$ cat src/rtl/mips_pkg.sv
// Shared definitions for the MIPS fetch path.
//   - FSM state encoding of the fetch controller (S_BOOT, S_REQ, S_STALL)
//   - INSTR_BYTES: size of one instruction, the sequential PC increment
//   - RESET_PC_DEFAULT: default first fetch address after reset
//   - word_align(): clears the byte-offset bits of an address
package mips_pkg;

  localparam logic [1:0] S_BOOT  = 2'd0;
  localparam logic [1:0] S_REQ   = 2'd1;
  localparam logic [1:0] S_STALL = 2'd2;

  localparam int          INSTR_BYTES      = 4;
  localparam logic [31:0] RESET_PC_DEFAULT = 32'h0000_0000;

  function automatic logic [31:0] word_align(input logic [29:0] word_addr);
    return {word_addr, 2'b00};
  endfunction

endpackage

$ cat src/rtl/pc_fetch_unit_if.sv
// Instruction-memory request bus between the fetch unit and instruction memory.
//   imem_req   : request valid (driven by master)
//   imem_addr  : request address, stable while imem_req=1 (driven by master)
//   imem_ready : memory accepts the request this cycle (driven by slave)
// A request is accepted in any cycle where imem_req & imem_ready.
interface pc_fetch_unit_if;
  logic        imem_req;
  logic [31:0] imem_addr;
  logic        imem_ready;

  modport master (output imem_req, output imem_addr, input imem_ready);
  modport slave  (input imem_req, input imem_addr, output imem_ready);
endinterface

$ cat src/rtl/pc_target_mux.sv
// Combinational redirect-target generator for the fetch stage.
// Computes the branch, jump and jump-register targets and selects one with
// priority jump_reg > jump > branch_taken. All arithmetic wraps mod 2^32.
//   branch_taken  in  : conditional branch resolved taken
//   branch_base   in  : PC+4 of the branch/jump instruction
//   branch_offset in  : sign-extended immediate, already shifted left 2
//   jump          in  : j/jal
//   jump_index    in  : instr[25:0]
//   jump_reg      in  : jr/jalr
//   jr_word       in  : jr register value without its byte-offset bits
//   redir_valid   out : any redirect requested this cycle
//   redir_target  out : selected redirect target
module pc_target_mux
  import mips_pkg::*;
(
  input  logic        branch_taken,
  input  logic [31:0] branch_base,
  input  logic [31:0] branch_offset,
  input  logic        jump,
  input  logic [25:0] jump_index,
  input  logic        jump_reg,
  input  logic [29:0] jr_word,
  output logic        redir_valid,
  output logic [31:0] redir_target
);

  logic signed [31:0] offset_s;
  logic        [31:0] br_target;
  logic        [31:0] j_target;
  logic        [31:0] jr_target_al;

  assign offset_s     = branch_offset;
  // Two's-complement add: a negative offset wraps below zero silently.
  assign br_target    = branch_base + $unsigned(offset_s);
  assign j_target     = {branch_base[31:28], jump_index, 2'b00};
  assign jr_target_al = word_align(jr_word);

  always_comb begin
    redir_valid  = jump_reg | jump | branch_taken;
    redir_target = br_target;
    if (jump_reg) begin
      redir_target = jr_target_al;
    end else if (jump) begin
      redir_target = j_target;
    end
  end

endmodule

$ cat src/rtl/pc_fetch_unit.sv
// MIPS fetch-stage program counter, next-PC selection and imem request FSM.
// Issues one request per PC; the PC advances only when a request is accepted.
// Redirects honour the delay slot: the fetch already accepted/in flight is
// delivered, and the redirect steers the following fetch.
//   clk, reset     : clock, synchronous active-high reset
//   stall          : downstream busy, blocks issue of further requests
//   branch_taken / branch_base / branch_offset : taken conditional branch
//   jump / jump_index     : j/jal
//   jump_reg / jr_target  : jr/jalr
//   imem (master)  : imem_req / imem_addr / imem_ready handshake
//   fetch_valid    : pulse the cycle after acceptance
//   fetch_pc/_pc4  : accepted address and address+4 (held otherwise)
//   misalign_fault : pulse the cycle after a jr with a misaligned target
module pc_fetch_unit
  import mips_pkg::*;
#(
  parameter logic [31:0] RESET_PC    = RESET_PC_DEFAULT,
  parameter bit          ALIGN_FAULT = 1'b1
) (
  input  logic                    clk,
  input  logic                    reset,
  input  logic                    stall,
  input  logic                    branch_taken,
  input  logic [31:0]             branch_base,
  input  logic [31:0]             branch_offset,
  input  logic                    jump,
  input  logic [25:0]             jump_index,
  input  logic                    jump_reg,
  input  logic [31:0]             jr_target,
  pc_fetch_unit_if.master         imem,
  output logic                    fetch_valid,
  output logic [31:0]             fetch_pc,
  output logic [31:0]             fetch_pc4,
  output logic                    misalign_fault
);

  logic [1:0]  state;
  logic [31:0] pc;
  logic [31:0] pc_plus4;
  logic        pend_valid;
  logic [31:0] pend_target;
  logic        redir_valid;
  logic [31:0] redir_target;
  logic        accepted;
  logic [31:0] next_pc;

  pc_target_mux u_target_mux (
    .branch_taken  (branch_taken),
    .branch_base   (branch_base),
    .branch_offset (branch_offset),
    .jump          (jump),
    .jump_index    (jump_index),
    .jump_reg      (jump_reg),
    .jr_word       (jr_target[31:2]),
    .redir_valid   (redir_valid),
    .redir_target  (redir_target)
  );

  // Moore request: address is the PC itself, so it cannot move while req=1.
  assign imem.imem_req  = (state == S_REQ);
  assign imem.imem_addr = pc;
  assign accepted       = (state == S_REQ) && imem.imem_ready;
  assign pc_plus4       = pc + 32'(INSTR_BYTES);

  // A same-cycle redirect beats an older pending one.
  always_comb begin
    next_pc = pc_plus4;
    if (redir_valid) begin
      next_pc = redir_target;
    end else if (pend_valid) begin
      next_pc = pend_target;
    end
  end

  always_ff @(posedge clk) begin
    if (reset) begin
      state          <= S_BOOT;
      pc             <= RESET_PC;
      pend_valid     <= 1'b0;
      pend_target    <= '0;
      fetch_valid    <= 1'b0;
      fetch_pc       <= '0;
      fetch_pc4      <= '0;
      misalign_fault <= 1'b0;
    end else begin
      fetch_valid    <= accepted;
      misalign_fault <= ALIGN_FAULT && jump_reg && (jr_target[1:0] != 2'b00);

      case (state)
        S_BOOT:  state <= S_REQ;
        // stall only matters once the issued request has been accepted
        S_REQ:   if (accepted && stall) state <= S_STALL;
        S_STALL: if (!stall) state <= S_REQ;
        default: state <= S_BOOT;
      endcase

      if (accepted) begin
        pc          <= next_pc;
        pend_valid  <= 1'b0;
        fetch_pc    <= pc;
        fetch_pc4   <= pc_plus4;
      end else if (redir_valid) begin
        pend_valid  <= 1'b1;
        pend_target <= redir_target;
      end
    end
  end

endmodule

$ cat src/flat_wrapper.sv
// flat-port wrapper written by rule: the top's interface ports become plain ports
module pc_fetch_unit_flat import mips_pkg::*;
#(
  parameter logic [31:0] RESET_PC    = RESET_PC_DEFAULT,
  parameter bit          ALIGN_FAULT = 1'b1
)
  (clk, reset, stall, branch_taken, branch_base, branch_offset, jump, jump_index, jump_reg, jr_target, fetch_valid, fetch_pc, fetch_pc4, misalign_fault, imem_imem_req, imem_imem_addr, imem_imem_ready);
  pc_fetch_unit_if imem_i ();
  input  logic clk;
  input  logic reset;
  input  logic stall;
  input  logic branch_taken;
  input  logic [31:0] branch_base;
  input  logic [31:0] branch_offset;
  input  logic jump;
  input  logic [25:0] jump_index;
  input  logic jump_reg;
  input  logic [31:0] jr_target;
  output logic fetch_valid;
  output logic [31:0] fetch_pc;
  output logic [31:0] fetch_pc4;
  output logic misalign_fault;
  output wire logic [$bits(imem_i.imem_req)-1:0] imem_imem_req;
  output wire logic [$bits(imem_i.imem_addr)-1:0] imem_imem_addr;
  input wire logic [$bits(imem_i.imem_ready)-1:0] imem_imem_ready;
  assign imem_imem_req = imem_i.imem_req;
  assign imem_imem_addr = imem_i.imem_addr;
  assign imem_i.imem_ready = imem_imem_ready;
  pc_fetch_unit #(.RESET_PC(RESET_PC), .ALIGN_FAULT(ALIGN_FAULT)) u_core (.clk(clk), .reset(reset), .stall(stall), .branch_taken(branch_taken), .branch_base(branch_base), .branch_offset(branch_offset), .jump(jump), .jump_index(jump_index), .jump_reg(jump_reg), .jr_target(jr_target), .imem(imem_i), .fetch_valid(fetch_valid), .fetch_pc(fetch_pc), .fetch_pc4(fetch_pc4), .misalign_fault(misalign_fault));
endmodule
$ cat config.mk
export PLATFORM = sky130hd
export DESIGN_NAME = pc_fetch_unit_flat
export DESIGN_NICKNAME = d
export VERILOG_FILES = /design/src/rtl/mips_pkg.sv /design/src/rtl/pc_fetch_unit_if.sv /design/src/rtl/pc_target_mux.sv /design/src/rtl/pc_fetch_unit.sv /design/src/flat_wrapper.sv
export SDC_FILE = /design/constraint.sdc
export NUM_CORES = 1
export LEC_CHECK = 0
export ABC_AREA = 1
export BUFFER_PORTS_ARGS = -buffer_cell sky130_fd_sc_hd__buf_2
export CORE_ASPECT_RATIO = 0.6
export CORE_MARGIN = 5
export CORE_UTILIZATION = 40
export CTS_BUF_LIST = sky130_fd_sc_hd__clkbuf_4 sky130_fd_sc_hd__clkbuf_8
export CTS_CLUSTER_SIZE = 12
export DETAILED_ROUTE_END_ITERATION = 7
export PLACE_DENSITY = 0.68
export REMOVE_ABC_BUFFERS = 1
export SETUP_SLACK_MARGIN = 0.15
export SLEW_MARGIN = 20
export SYNTH_ARGS = -nofsm -noshare
export SYNTH_HDL_FRONTEND = slang
export SYNTH_HIERARCHICAL = 1
export SYNTH_SLANG_ARGS = --single-unit
$ cat constraint.sdc
create_clock -name clk -period 4.1 [get_ports clk]
set_input_delay 0.82 -clock clk [delete_from_list [all_inputs] [get_ports clk]]
set_output_delay 0.82 -clock clk [all_outputs]
set_load 0.02 [all_outputs]
* Word-level counts from Yosys, hierarchy flattened
Index checks and enable logic that the tools add are counted.
** Word-level totals
- Bits in registers :: 133
- Input port bits :: 129
** Operators by class
- Add/sub/neg operators :: 2
- Equality and inequality tests :: 4
- Muxes and demuxes :: 7
- Bitwise gates (word level) :: 3
- Reductions and logical operators :: 8
** Operators by type and width (count)
- 32-bit two-way mux :: 4
- 32-bit by 3-bit adder with 32-bit output (second input constant) :: 1
- 32-bit adder :: 1
- 2-bit one-hot mux with 3 select lines :: 1
- 2-bit two-way mux :: 2
- 2-bit AND reduction :: 2
- 1-bit logical AND :: 3
- 2-bit by 1-bit == test with 1-bit output (second input constant) :: 1
- 2-bit == test (second input constant) :: 1
- 2-bit logical NOT :: 1
- 2-bit by 1-bit != test with 1-bit output (second input constant) :: 1
- 2-bit != test (second input constant) :: 1
- 1-bit bitwise OR :: 2
- 2-bit nonzero test :: 1
- 2-bit OR reduction :: 1
- 1-bit NOT :: 1

* Longest topological paths before layout
Gate-level depths: netlist of run 1.
- Word-level depth :: 5
- Gate-level depth with buffers :: 20
- Mapped depth without buffers :: 20

* Cells and area by module
The synthesis of run 1 kept the hierarchy.
** By module, submodules not included
- pc_fetch_unit :: times used 1, cells each 781, area each 5733.0 sq um
- pc_target_mux :: times used 1, cells each 668, area each 3081.7 sq um

* Worst setup path before layout of run 1
Ideal clock, no wire load.
- Path type :: input-to-reg
- Start point :: input branch_base[0]
- End point :: register u_core.pc[8] (netlist: u_core/imem.imem_addr[8])
- Arrival time :: 2470 ps
- Required time :: 3976 ps
- Slack :: 1505 ps
- Stages on the path :: 16
- Path through :: ha_1 inv_1 fa_1 inv_1 nand3_1 nand3_1 nand2_1 nand2_1 xnor2_1 nand2_1 o21ai_0 o21ai_0 nand2_1 o21ai_0 o21ai_0 o21ai_0
** Between the ends
- Cells in the longest elaborated chain, start to end :: 4
** RTL lines
- start, declared :: RTL line flat_wrapper.sv:13 : input logic [31:0] branch_base;
- 32-bit adder :: RTL line pc_target_mux.sv:34 : assign br_target = branch_base + $unsigned(offset_s);
- 32-bit two-way mux :: RTL line pc_target_mux.sv:43 : end else if (jump) begin
- 32-bit two-way mux :: RTL line pc_target_mux.sv:41 : if (jump_reg) begin
- via u_core.redir_target[8] :: RTL line pc_fetch_unit.sv:43 : logic [31:0] redir_target;
- 32-bit two-way mux :: RTL line pc_fetch_unit.sv:68 : if (redir_valid) begin
- end signal, assigned :: RTL line pc_fetch_unit.sv:98 : pc <= next_pc;
- end, declared :: RTL line pc_fetch_unit.sv:38 : logic [31:0] pc;
The timed path passes the listed nets, and every way through them passes these cells.
A chain may end at the register's enable or synchronous reset.

* Final worst setup path of run 1
Same ends and word-level chain as after synthesis.

==> results of run 1 <==
==> cell families after synthesis <==
| family | synth area share, % |
|---|---|
| XOR/XNOR | 3.63 |
| AND/OR/NAND/NOR | 35.8 |
| buffers and inverters | 12.0 |
| AO/OA/AOI/OAI | 14.1 |
| adder cells (fa/ha/maj) | 4.77 |
| flip-flops | 29.8 |
==> stage by stage <==
step / setup WS, ps / instance area (sq um)
6_report: 1350 / 10500
5_1_grt: 1100 / 10500
4_1_cts: 1400 / 10500
3_5_place_dp: 894 / 10100
3_3_place_gp: 831 / 10100
2_1_floorplan: 1270 / 8560
==> registers in the layout, summed over array words and instances (netlist names) <==
signal	count
u_core/fetch_pc	32
u_core/pend_target	32
u_core/fetch_pc4	30
u_core/pend_valid	1
u_core/misalign_fault	1
u_core/imem.imem_addr	32
u_core/state	2
u_core/fetch_valid	1
==> final timing paths <==
path | start | end | slack [ps] | depth (start not counted)
worst max-delay path | branch_base[0] | u_core/imem.imem_addr[8]$_SDFFE_PP0N_ | 1350 | 17
worst min register to register | u_core/pend_target[16]$_SDFFE_PP0P_ | u_core/pend_target[16]$_SDFFE_PP0P_ | 450 | 2
worst min-delay path | u_core/pend_target[16]$_SDFFE_PP0P_ | u_core/pend_target[16]$_SDFFE_PP0P_ | 450 | 2
worst max register to register | u_core/imem.imem_addr[18]$_SDFFE_PP0N_ | u_core/imem.imem_addr[24]$_SDFFE_PP0N_ | 2180 | 7
==> power by group through the flow <==
stage	Clock, uW	Sequential (uW)	Combinational, uW
2_1_floorplan	0	1430	492
3_3_place_gp	0	1410	807
3_5_place_dp	0	1410	813
4_1_cts	1070	1380	817
5_1_grt	1130	1390	925
6_report	1040	1380	820
==> cell type report <==
cell class | count | area (sq um) | share of cell area [%]
Multi-Input combinational cell | 1051 | 5140 | 48.9
Sequential cell | 131 | 2620 | 24.9
Timing Repair Buffer | 239 | 1230 | 11.7
Inverter | 213 | 800 | 7.60
Tap cell | 286 | 358 | 3.40
Clock buffer | 17 | 234 | 2.23
Clock inverter | 15 | 136 | 1.30
==> metal layers <==
layer | track usage [%] | share of wire (%) | vias up
li1 | - | - | 4898
met1 | 35.3 | 52 | 4387
met2 | 32.2 | 39 | 330
met3 | 6.06 | 8.9 | 18
met4 | 3.86 | 0.77 | 0
met5 | 0 | 0 | -
==> cell usage in the layout, fill, tap and decap left out, types with 3 or more instances in the layout <==
cell type   instances
nand2_1           515
buf_2             227
inv_1             203
dfxtp_1           131
o21ai_0           130
nor2_1            127
nand3_1            61
a21oi_1            53
ha_1               32
xor2_1             26
a22o_1             19
clkbuf_8           17
nand2_2            16
buf_4              12
nor2_2             11
nor2_4             10
inv_2               8
o21ai_1             8
clkinvlp_4          7
xnor2_1             5
and2_1              4
clkinv_4            3
nand4_1             3
o21bai_1            3
nand2_4             3
xor2_2              3
==> critical path, stage by stage <==
cell	delay, ps
buf_2	80
ha_1	160
inv_1	50
fa_1	380
inv_1	160
nand3_1	90
nand3_1	160
nand2_1	100
nand2_1	120
xnor2_1	160
nand2_1	60
o21ai_0	80
o21ai_0	120
nand2_1	90
o21ai_0	100
o21ai_0	220
o21ai_0	110
==> impl_metrics.sql, run 1 <==
INSERT INTO impl_metrics (metric_group, metric, value, unit) VALUES
('clocking', 'post_cts.repair.setup_buffers', '0', ''),
('synthesis', 'synth_edf_count', '0', ''),
('floorplan', 'die_h', '125', 'um'),
('power_and_ir_drop', 'clkPwrFrac', '32.2', '%'),
('synthesis', 'post_synth_inst_count', '1449', ''),
('timing', 'final.hold.worst_slack', '448', 'ps'),
('clocking', 'insertion_delay', '440', 'ps'),
('power_and_ir_drop', 'power.internal', '2100', 'uW'),
('global_route', 'global_route.overflow_total', '0', ''),
('floorplan', 'design.core.area', '21900', 'sq um'),
('run_status', 'status', 'finished clean', ''),
('synthesis', 'synth_largest_area_cell', 'dfxtp_1', ''),
('floorplan', 'fp.dieW', '202', 'um'),
('clocking', 'clk_root_buffer_cell', 'clkbuf_8', ''),
('timing', 'timing.final.hold_violations', '0', ''),
('timing', 'maxClockFrequency', '0.364', 'GHz'),
('synthesis', 'postSynth.topFlopCell', 'dfxtp_1', ''),
('power_and_ir_drop', 'part_of_the_power_in_combinational_logic', '25.3', '%'),
('routing', 'antenna_nets_post_route', '0', ''),
('global_route', 'grt_start_max_net_pins', '51', ''),
('placed_design', 'placed_cells', '1920', ''),
('critical_path', 'worstSetupPathType', 'in -> reg', ''),
('routing', 'num_vias', '9633', ''),
('timing', 'post-route-min-period', '2750', 'ps'),
('clocking', 'tritoncts.num_buffers', '17', ''),
('routing', 'routed_via_density', '4.93', ''),
('power_and_ir_drop', 'p_seq_share', '42.5', '%'),
('synthesis', 'synth.ff_latch_count', '131', ''),
('clocking', 'worst_setup_hold_path_clk_slew', '90', 'ps'),
('clocking', 'tritoncts', 'done', ''),
('synthesis', 'netlist_top_cells_area', 'dfxtp_1 30%, nand2_1 22%, inv_1 8.7%', ''),
('power_and_ir_drop', 'power_density', '308', 'nW/um^2'),
('cells_and_area', 'final_layout_size_suffix_gt1_share', '19.7', '%'),
('global_route', 'grt_pass1_wl', '47000', 'um'),
('clocking', 'clock_h_tree_levels', '4', ''),
('cells_and_area', 'area.growth.synth_to_final', '19.3', '%'),
('critical_path', 'setup.worst_path.end_class', 'flop', ''),
('timing', 'setup-violations-final', '0', ''),
('routing', 'routedWlPerCell', '15.2', 'um'),
('synthesis', 'syn_area', '8810', 'sq um'),
('synthesis', 'ys.warnings.count', '6', ''),
('timing', 'report.final.slew_viol_count', '0', ''),
('timing', 'grt_setup_unrepaired', 'no', ''),
('cells_and_area', 'diodes', '0', ''),
('synthesis', 'ys_seq_area_share', '29.8', '%'),
('placed_design', 'number_of_buffers_inserted_by_port_buffering', '227', ''),
('floorplan', 'die-area', '25200', 'sq um'),
('timing', 'clock-skew-final', '13.0', 'ps'),
('critical_path', 'critical_path_required', '4430', 'ps'),
('floorplan', 'num_io_pins', '228', ''),
('routing', 'drtPass1Iterations', '5', ''),
('placed_design', 'detailedPlacementHpwl', '23700', 'um'),
('clocking', 'clock_sink_count', '131', ''),
('synthesis', 'most_used_standard_cells_in_the_synthesized_netlist', '515 x nand2_1, 204 x inv_1, 131 x dfxtp_1, 130 x o21ai_0, 127 x nor2_1', ''),
('clocking', 'longest_clk_path_bufs', '2', ''),
('routing', 'drcViolationCount', '0', ''),
('worst_hold_path', 'timing.hold.worst.class', 'reg -> reg', ''),
('cells_and_area', 'finish.net_count', '1815', ''),
('clocking', 'post_cts_resized', '0', ''),
('timing', 'totalNegativeSetupSlack', '0', 'ps'),
('clocking', 'holdBufCountCts', '0', ''),
('critical_path', 'arrival', '3070', 'ps'),
('cells_and_area', 'finalNonFillerCells', '1952', ''),
('routing', 'first_iter_violations', '804', ''),
('synthesis', 'synthArstFlopShare', '0', '%'),
('global_route', 'global_routing_usage_summed_across_all_routing_layers', '22.9', '%'),
('synthesis', 'post_synth_num_cell_types', '44', ''),
('synthesis', 'yosys.area.top_type_share', '29.8', '%'),
('timing', 'timing_worst_slew_pin_value', '611', 'ps'),
('power_and_ir_drop', 'static-leakage-power', '0.00569', 'uW'),
('timing', 'timing.slew.headroom', '59.2', '%');
(Power assumes the default switching activity.)
==> run 2, diff against run 1 <==
clock period = 2.77 ns   (was 4.1 ns; I/O delays follow)
==> run 2 against run 1 <==
Core utilization increased by 0.77 points. Die area unchanged. Final cell count up 0.72%. Total power increased by 53%. Clock skew rose by 2.7 ps. Largest cell class unchanged.
==> impl_metrics.sql, run 2 (synthesis results as in run 1) <==
INSERT INTO impl_metrics (metric_group, metric, value, unit) VALUES
('run_status', 'status', 'finished clean', ''),
('critical_path', 'setup.worst_path.end_class', 'flop', ''),
('job', 'cap_viol_max_count', '0', ''),
('critical_path', 'terminus_of_the_critical_flop_to_flop_path', 'u_core/imem.imem_addr[24]$_SDFFE_PP0N_', ''),
('global_route', 'initial_antenna_violation_count', '0', ''),
('routing', 'drtPass1Iterations', '6', ''),
('critical_path', 'worstSetupPathType', 'in -> reg', ''),
('floorplan', 'num_io_pins', '228', ''),
('placed_design', 'detailedPlacementHpwl', '23800', 'um'),
('timing', 'post-route-min-period', '2360', 'ps'),
('timing', 'report.final.slew_viol_count', '0', ''),
('floorplan', 'die_h', '125', 'um'),
('clocking', 'tritoncts', 'done', ''),
('clocking', 'holdBufCountCts', '0', ''),
('timing', 'totalNegativeSetupSlack', '0', 'ps'),
('critical_path', 'largest_fanout_on_the_critical_path', '5', ''),
('placed_design', 'worst_setup_slack_after_placement', '-52.0', 'ps'),
('critical_path', 'critical_path_required', '3120', 'ps'),
('global_route', 'global_routing_usage_summed_across_all_routing_layers', '23.1', '%'),
('timing', 'clock-skew-final', '15.7', 'ps'),
('clocking', 'longest_clk_path_bufs', '2', ''),
('routing', 'first_iter_violations', '795', ''),
('clocking', 'tritoncts.num_buffers', '17', ''),
('floorplan', 'placement_rows', '42', ''),
('floorplan', 'fp.dieW', '202', 'um'),
('worst_hold_path', 'hold_path_depth', '2', ''),
('clocking', 'insertion_delay', '450', 'ps'),
('clocking', 'worst_setup_hold_path_clk_slew', '80', 'ps'),
('floorplan', 'design.core.area', '21900', 'sq um'),
('power_and_ir_drop', 'power_density', '463', 'nW/um^2'),
('cells_and_area', 'multiInputGateArea', '5140', 'sq um'),
('critical_path', 'worst-r2r-cell-count', '7', ''),
('critical_path', 'r2r-start', 'u_core/imem.imem_addr[18]$_SDFFE_PP0N_', ''),
('power_and_ir_drop', 'static-leakage-power', '0.00582', 'uW'),
('critical_path', 'startpoint', 'branch_base[21]', ''),
('timing', 'maxClockFrequency', '0.423', 'GHz'),
('cells_and_area', 'area.growth.synth_to_final', '21.2', '%'),
('routing', 'antenna_nets_post_route', '0', ''),
('cells_and_area', 'final_layout_size_suffix_gt1_share', '20.4', '%'),
('worst_hold_path', 'timing.hold.worst.class', 'in -> reg', ''),
('power_and_ir_drop', 'ir_worst_vdd', '281', 'uV'),
('cells_and_area', 'fillers', '2355', ''),
('timing', 'setup-violations-final', '0', ''),
('critical_path', 'critPathLaunchType', 'input port', ''),
('routing', 'num_vias', '9695', ''),
('routing', 'drcViolationCount', '0', ''),
('global_route', 'global_route.overflow_total', '0', ''),
('floorplan', 'initial_util', '40.3', '%'),
('routing', 'routedWlPerCell', '15.2', 'um'),
('global_route', 'grt_start_max_net_pins', '54', ''),
('cells_and_area', 'finish.net_count', '1829', ''),
('clocking', 'clock_sink_count', '131', ''),
('worst_hold_path', 'hold_path.startpoint', 'reset', ''),
('placed_design', 'number_of_buffers_inserted_by_port_buffering', '227', ''),
('clocking', 'post_cts_resized', '0', ''),
('cells_and_area', 'most_frequent_cells_in_the_layout', '515 x nand2_1, 227 x buf_2, 204 x inv_1, 131 x dfxtp_1, 130 x o21ai_0', ''),
('timing', 'grt_setup_unrepaired', 'no', ''),
('floorplan', 'die-area', '25200', 'sq um'),
('routing', 'drt_wl_total', '29900', 'um'),
('cells_and_area', 'sequential_cell_area', '2620', 'sq um'),
('clocking', 'post_cts.repair.setup_buffers', '0', ''),
('worst_hold_path', 'hold_end', 'u_core/state[1]$_SDFFE_PP0P_', ''),
('timing', 'fin_crit_sh', '85.3', '%'),
('timing', 'timing_worst_slew_pin_value', '638', 'ps'),
('critical_path', 'timing.reg2reg.setup_slack', '890', 'ps'),
('global_route', 'grt_pass1_wl', '47600', 'um'),
('placed_design', 'gp_routability_congestion', '0.986', ''),
('clocking', 'clk_root_buffer_cell', 'clkbuf_8', ''),
('cells_and_area', 'most_frequent_standard_cell_in_the_layout_excluding_fill_and_tap_cells', 'nand2_1', ''),
('routing', 'routed_via_density', '4.93', ''),
('global_route', 'first_global_vias', '9082', ''),
('timing', 'postLayoutSetupSlackWorst', '406', 'ps'),
('timing', 'timing.final.hold_violations', '0', ''),
('cells_and_area', 'diodes', '0', ''),
('clocking', 'clock_h_tree_levels', '4', ''),
('timing', 'timing.slew.headroom', '57.4', '%'),
('critical_path', 'arrival', '2710', 'ps');
run 2: changes by cell type in the layout (fill, tap and decap cells not counted), sizes merged:
cell | previous run | this run
clkinvlp | 7 | 1
bufinv | 1 | 2
clkinv | 7 | 8
inv | 213 | 212
buf | 239 | 253
clkbuf | 17 | 22
run 2: power breakdown:
part,switching (uW),total (uW),internal (uW)
Sequential,65.6,2040,1980
Clock,778,1660,883
Combinational,802,1240,442
run 2: final cells by class:
class / instances / area share, %
inverters: 213 / 7.48
flip-flops and latches: 131 / 24.5
clock inverters: 10 / 0.995
multi-input cells: 1051 / 48.1
repair buffers: 253 / 12.8
well taps: 286 / 3.35
clock buffers: 22 / 2.72
run 2: worst max-delay path, stage by stage:
cell and delay (ps):
buf_2 100, ha_1 380, nand2_1 150, inv_1 50
nand2_1 60, nand2_1 70, inv_1 80, nand2_1 80
a21oi_1 380, nand2_1 110, nand2_1 70, nand3_1 60
nand2_1 70, nand2_1 90, a22o_1 230, inv_1 50
nand2_1 50, nand2_1 50, nand2_1 40
run 2: metrics by stage:
stage               cells  hold slack, ps  util (%)  total power (uW)  instance area, sq um
global placement     1934             434      47.1              3300                 10300
finish               1966             313      48.9              4950                 10700
CTS                  1966             283      48.9              4980                 10700
floorplan            1395             427         -              2850                  8560
detailed placement   1934             434      47.1              3320                 10300
global route         1966             294      48.9              5240                 10700
run 2: worst max-delay path by stage:
stage / endpoint / slack [ps] / depth (start not counted)
after floorplan: u_core/pend_target[0]$_SDFFE_PP0P_ / 210 / 7
after global placement: u_core/imem.imem_addr[11]$_SDFFE_PP0N_ / -30 / 16
final: u_core/imem.imem_addr[31]$_SDFFE_PP0N_ / 410 / 19
after global routing: u_core/imem.imem_addr[28]$_SDFFE_PP0N_ / 230 / 20
after detailed placement: u_core/imem.imem_addr[11]$_SDFFE_PP0N_ / -50 / 16
after CTS: u_core/imem.imem_addr[11]$_SDFFE_PP0N_ / 430 / 16
run 2: metal layers:
| metal | share of wire [%] | global-route usage [%] | up-vias |
|---|---|---|---|
| li1 | - | - | 4936 |
| met1 | 51 | 36.4 | 4380 |
| met2 | 38 | 31.8 | 359 |
| met3 | 9.6 | 6.00 | 20 |
| met4 | 0.60 | 3.65 | 0 |
| met5 | 0 | 0 | - |
==> run 3, diff against run 2 <==
CELL_PAD_IN_SITES_DETAIL_PLACEMENT = 0   (was not set)
CELL_PAD_IN_SITES_GLOBAL_PLACEMENT = 1   (was not set)
CORE_UTILIZATION = 37   (was 40)
PLACE_DENSITY = 0.87   (was 0.68)
==> run 3 against run 2 <==
Core utilization shrank 2.3 points. Global-route usage shrank 0.76 points. Via count shrank 0.30%. Fmax is essentially flat. Final area grew 1.5%. Critical path depth shrank 2. Clock-buffer cell count shrank 4. Setup slack gained 1.3 ps. Combinational power grew 5%. Non-clock buffer count grew 22. Final cell count grew 2.5%. Clock power shrank 7%.
==> impl_metrics.sql, run 3 (synthesis results as in run 1) <==
INSERT INTO impl_metrics (metric_group, metric, value, unit) VALUES
('routing', 'num_vias', '9666', ''),
('placed_design', 'number_of_buffers_inserted_by_port_buffering', '227', ''),
('worst_hold_path', 'hold_path.startpoint', 'reset', ''),
('cells_and_area', 'finalNonFillerCells', '2015', ''),
('timing', 'fin_crit_sh', '85.3', '%'),
('critical_path', 'critical-path-top-delay-family', 'simple AND/OR/NAND/NOR gates', ''),
('global_route', 'global_route.overflow_total', '0', ''),
('routing', 'antenna_nets_post_route', '0', ''),
('critical_path', 'worstSetupPathType', 'in -> reg', ''),
('routing', 'drcViolationCount', '0', ''),
('critical_path', 'cpMaxStageDelayCell', 'ha_1', ''),
('timing', 'setup-violations-final', '0', ''),
('power_and_ir_drop', 'part_of_the_power_in_combinational_logic', '26.6', '%'),
('global_route', 'initial_antenna_violation_count', '0', ''),
('routing', 'routed_via_density', '4.80', ''),
('critical_path', 'critPathLaunchType', 'input port', ''),
('cells_and_area', 'final_layout_size_suffix_gt1_share', '21.4', '%'),
('clocking', 'clock_sink_count', '131', ''),
('power_and_ir_drop', 'ir_worst_vdd', '299', 'uV'),
('global_route', 'first_global_vias', '8932', ''),
('worst_hold_path', 'hold_end', 'u_core/state[1]$_SDFFE_PP0P_', ''),
('clocking', 'worst_setup_hold_path_clk_slew', '70', 'ps'),
('cells_and_area', 'multiInputGateArea', '5140', 'sq um'),
('clocking', 'clock_h_tree_levels', '4', ''),
('critical_path', 'timing.reg2reg.setup_slack', '920', 'ps'),
('global_route', 'grt_start_max_net_pins', '62', ''),
('timing', 'post-route-min-period', '2360', 'ps'),
('global_route', 'grt_pass1_wl', '48400', 'um'),
('critical_path', 'critical_path_required', '3100', 'ps'),
('floorplan', 'placement_rows', '43', ''),
('clocking', 'holdBufCountCts', '0', ''),
('timing', 'maxClockFrequency', '0.423', 'GHz'),
('power_and_ir_drop', 'report.power.total', '4880', 'uW'),
('power_and_ir_drop', 'p_sw_share', '33.8', '%'),
('cells_and_area', 'most_frequent_cells_in_the_layout', '515 x nand2_1, 227 x buf_2, 204 x inv_1, 131 x dfxtp_1, 130 x o21ai_0', ''),
('critical_path', 'worstPathCellList', 'buf_2, ha_1, nand2_1, nor2_1, nand2_1, nor2_1, nand2_1, nand3_1, nand3_1, nand2_1, nand2_1, nand2_1, o21ai_0, nand2_1, o21ai_0, inv_1, nand2_1', ''),
('power_and_ir_drop', 'clkPwrFrac', '31.7', '%'),
('cells_and_area', 'layout.cell_area.non_filler', '10800', 'sq um'),
('routing', 'drt_wl_total', '31000', 'um'),
('critical_path', 'worstPathBufferInverterCount', '2', ''),
('cells_and_area', 'diodes', '0', ''),
('cells_and_area', 'postLayoutCoreUtil', '46.5', '%'),
('worst_hold_path', 'hold_path_depth', '2', ''),
('critical_path', 'worst-r2r-cell-count', '11', ''),
('clocking', 'insertion_delay', '440', 'ps'),
('floorplan', 'fp.dieW', '209', 'um'),
('placed_design', 'detailedPlacementHpwl', '24800', 'um'),
('placed_design', 'placed_cells', '1985', ''),
('floorplan', 'initial_util', '37.8', '%'),
('floorplan', 'die-area', '27100', 'sq um'),
('cells_and_area', 'most_frequent_standard_cell_in_the_layout_excluding_fill_and_tap_cells', 'nand2_1', ''),
('routing', 'drtPass1Iterations', '6', ''),
('clocking', 'clk_root_buffer_cell', 'clkbuf_8', ''),
('clocking', 'tritoncts', 'done', ''),
('floorplan', 'design.core.area', '23300', 'sq um'),
('routing', 'routedWlPerCell', '15.4', 'um'),
('power_and_ir_drop', 'power.internal', '3240', 'uW'),
('global_route', 'global_routing_usage_summed_across_all_routing_layers', '22.4', '%'),
('power_and_ir_drop', 'p_seq_share', '41.7', '%'),
('cells_and_area', 'finish.net_count', '1851', ''),
('timing', 'report.final.slew_viol_count', '0', ''),
('power_and_ir_drop', 'power_density', '451', 'nW/um^2'),
('cells_and_area', 'sequential_cell_area', '2620', 'sq um'),
('critical_path', 'r2r-start', 'u_core/imem.imem_addr[15]$_SDFFE_PP0N_', ''),
('job', 'cap_viol_max_count', '0', ''),
('timing', 'timing.final.hold_violations', '0', ''),
('run_status', 'status', 'finished clean', ''),
('timing', 'grt_setup_unrepaired', 'no', ''),
('cells_and_area', 'area.growth.synth_to_final', '23.0', '%'),
('power_and_ir_drop', 'switching_power_summed_over_all_nets', '1650', 'uW'),
('critical_path', 'critical-path-top-cell-by-count', 'nand2_1', ''),
('critical_path', 'setup.worst_path.end_class', 'flop', ''),
('critical_path', 'terminus_of_the_critical_flop_to_flop_path', 'u_core/imem.imem_addr[31]$_SDFFE_PP0N_', ''),
('clocking', 'tritoncts.num_buffers', '17', ''),
('timing', 'final.hold.worst_slack', '343', 'ps'),
('cells_and_area', 'fillers', '2512', ''),
('critical_path', 'slowest_delay', '370', 'ps'),
('clocking', 'longest_clk_path_bufs', '2', ''),
('placed_design', 'gp_routability_congestion', '0.899', ''),
('floorplan', 'num_io_pins', '228', ''),
('worst_hold_path', 'timing.hold.worst.class', 'in -> reg', ''),
('placed_design', 'post_dp_cell_area', '10500', 'sq um'),
('critical_path', 'largest_fanout_on_the_critical_path', '4', ''),
('timing', 'timing.slew.headroom', '67.0', '%'),
('timing', 'timing_worst_slew_pin_value', '490', 'ps'),
('timing', 'clock-skew-final', '11.3', 'ps'),
('critical_path', 'arrival', '2700', 'ps'),
('routing', 'first_iter_violations', '822', ''),
('floorplan', 'die_h', '130', 'um'),
('power_and_ir_drop', 'static-leakage-power', '0.00590', 'uW');
run 3: changes by cell type in the layout (fill, tap and decap cells not counted):
cell,before,now
clkbuf_8,20,17
nand3_2,2,3
buf_12,3,2
clkbuf_4,2,1
clkinv_4,1,0
clkinv_2,6,7
nand3_1,61,60
buf_4,23,46
clkinvlp_4,1,3
run 3: timing repair:
item                       4_1_cts  5_1_grt
gates resized for setup          0        1
setup buffers                    0        0
setup endpoints to repair        0        1
run 3: layout make-up:
cell class,instances,area share (%)
clock buffer,18,2.23
tap,315,3.64
multi-input combinational,1051,47.4
sequential,131,24.2
inverter,213,7.38
clock inverter,12,1.08
timing repair buffer,275,14.0
run 3: power by group through the flow:
stage	combinational [uW]	sequential [uW]	clock, uW
final	1300	2040	1550
after global routing	1460	2050	1680
after CTS	1290	2040	1580
after detailed placement	1290	2080	0
after global placement	1280	2080	0
after floorplan	728	2120	0
run 3: how the worst max path moves through the flow:
stage | from | end | slack, ps | cells past startpoint
4_1_cts | branch_base[0] | u_core/imem.imem_addr[8]$_SDFFE_PP0N_ | 480 | 17
6_report | branch_base[13] | u_core/imem.imem_addr[25]$_SDFFE_PP0N_ | 410 | 17
2_1_floorplan | jump | u_core/pend_target[0]$_SDFFE_PP0P_ | 210 | 7
3_5_place_dp | branch_base[0] | u_core/imem.imem_addr[8]$_SDFFE_PP0N_ | -8 | 17
3_3_place_gp | branch_base[8] | u_core/imem.imem_addr[18]$_SDFFE_PP0N_ | 30 | 18
5_1_grt | branch_base[0] | u_core/imem.imem_addr[8]$_SDFFE_PP0N_ | 210 | 17
run 3: metrics by stage:
| stage | TNS [ps] | worst slack, ps |
|---|---|---|
| global placement | 0 | 27.5 |
| floorplan | 0 | 209 |
| detailed placement | -7.76 | -7.76 |
| global route | 0 | 214 |
| finish | 0 | 407 |
| CTS | 0 | 480 |
run 3: routing by layer:
metal / vias to the layer above / track usage [%] / share of wire, %
li1: 4976 / - / -
met1: 4329 / 35.1 / 52
met2: 352 / 31.6 / 39
met3: 9 / 5.42 / 8.7
met4: 0 / 2.26 / 0.20
met5: - / 0 / 0
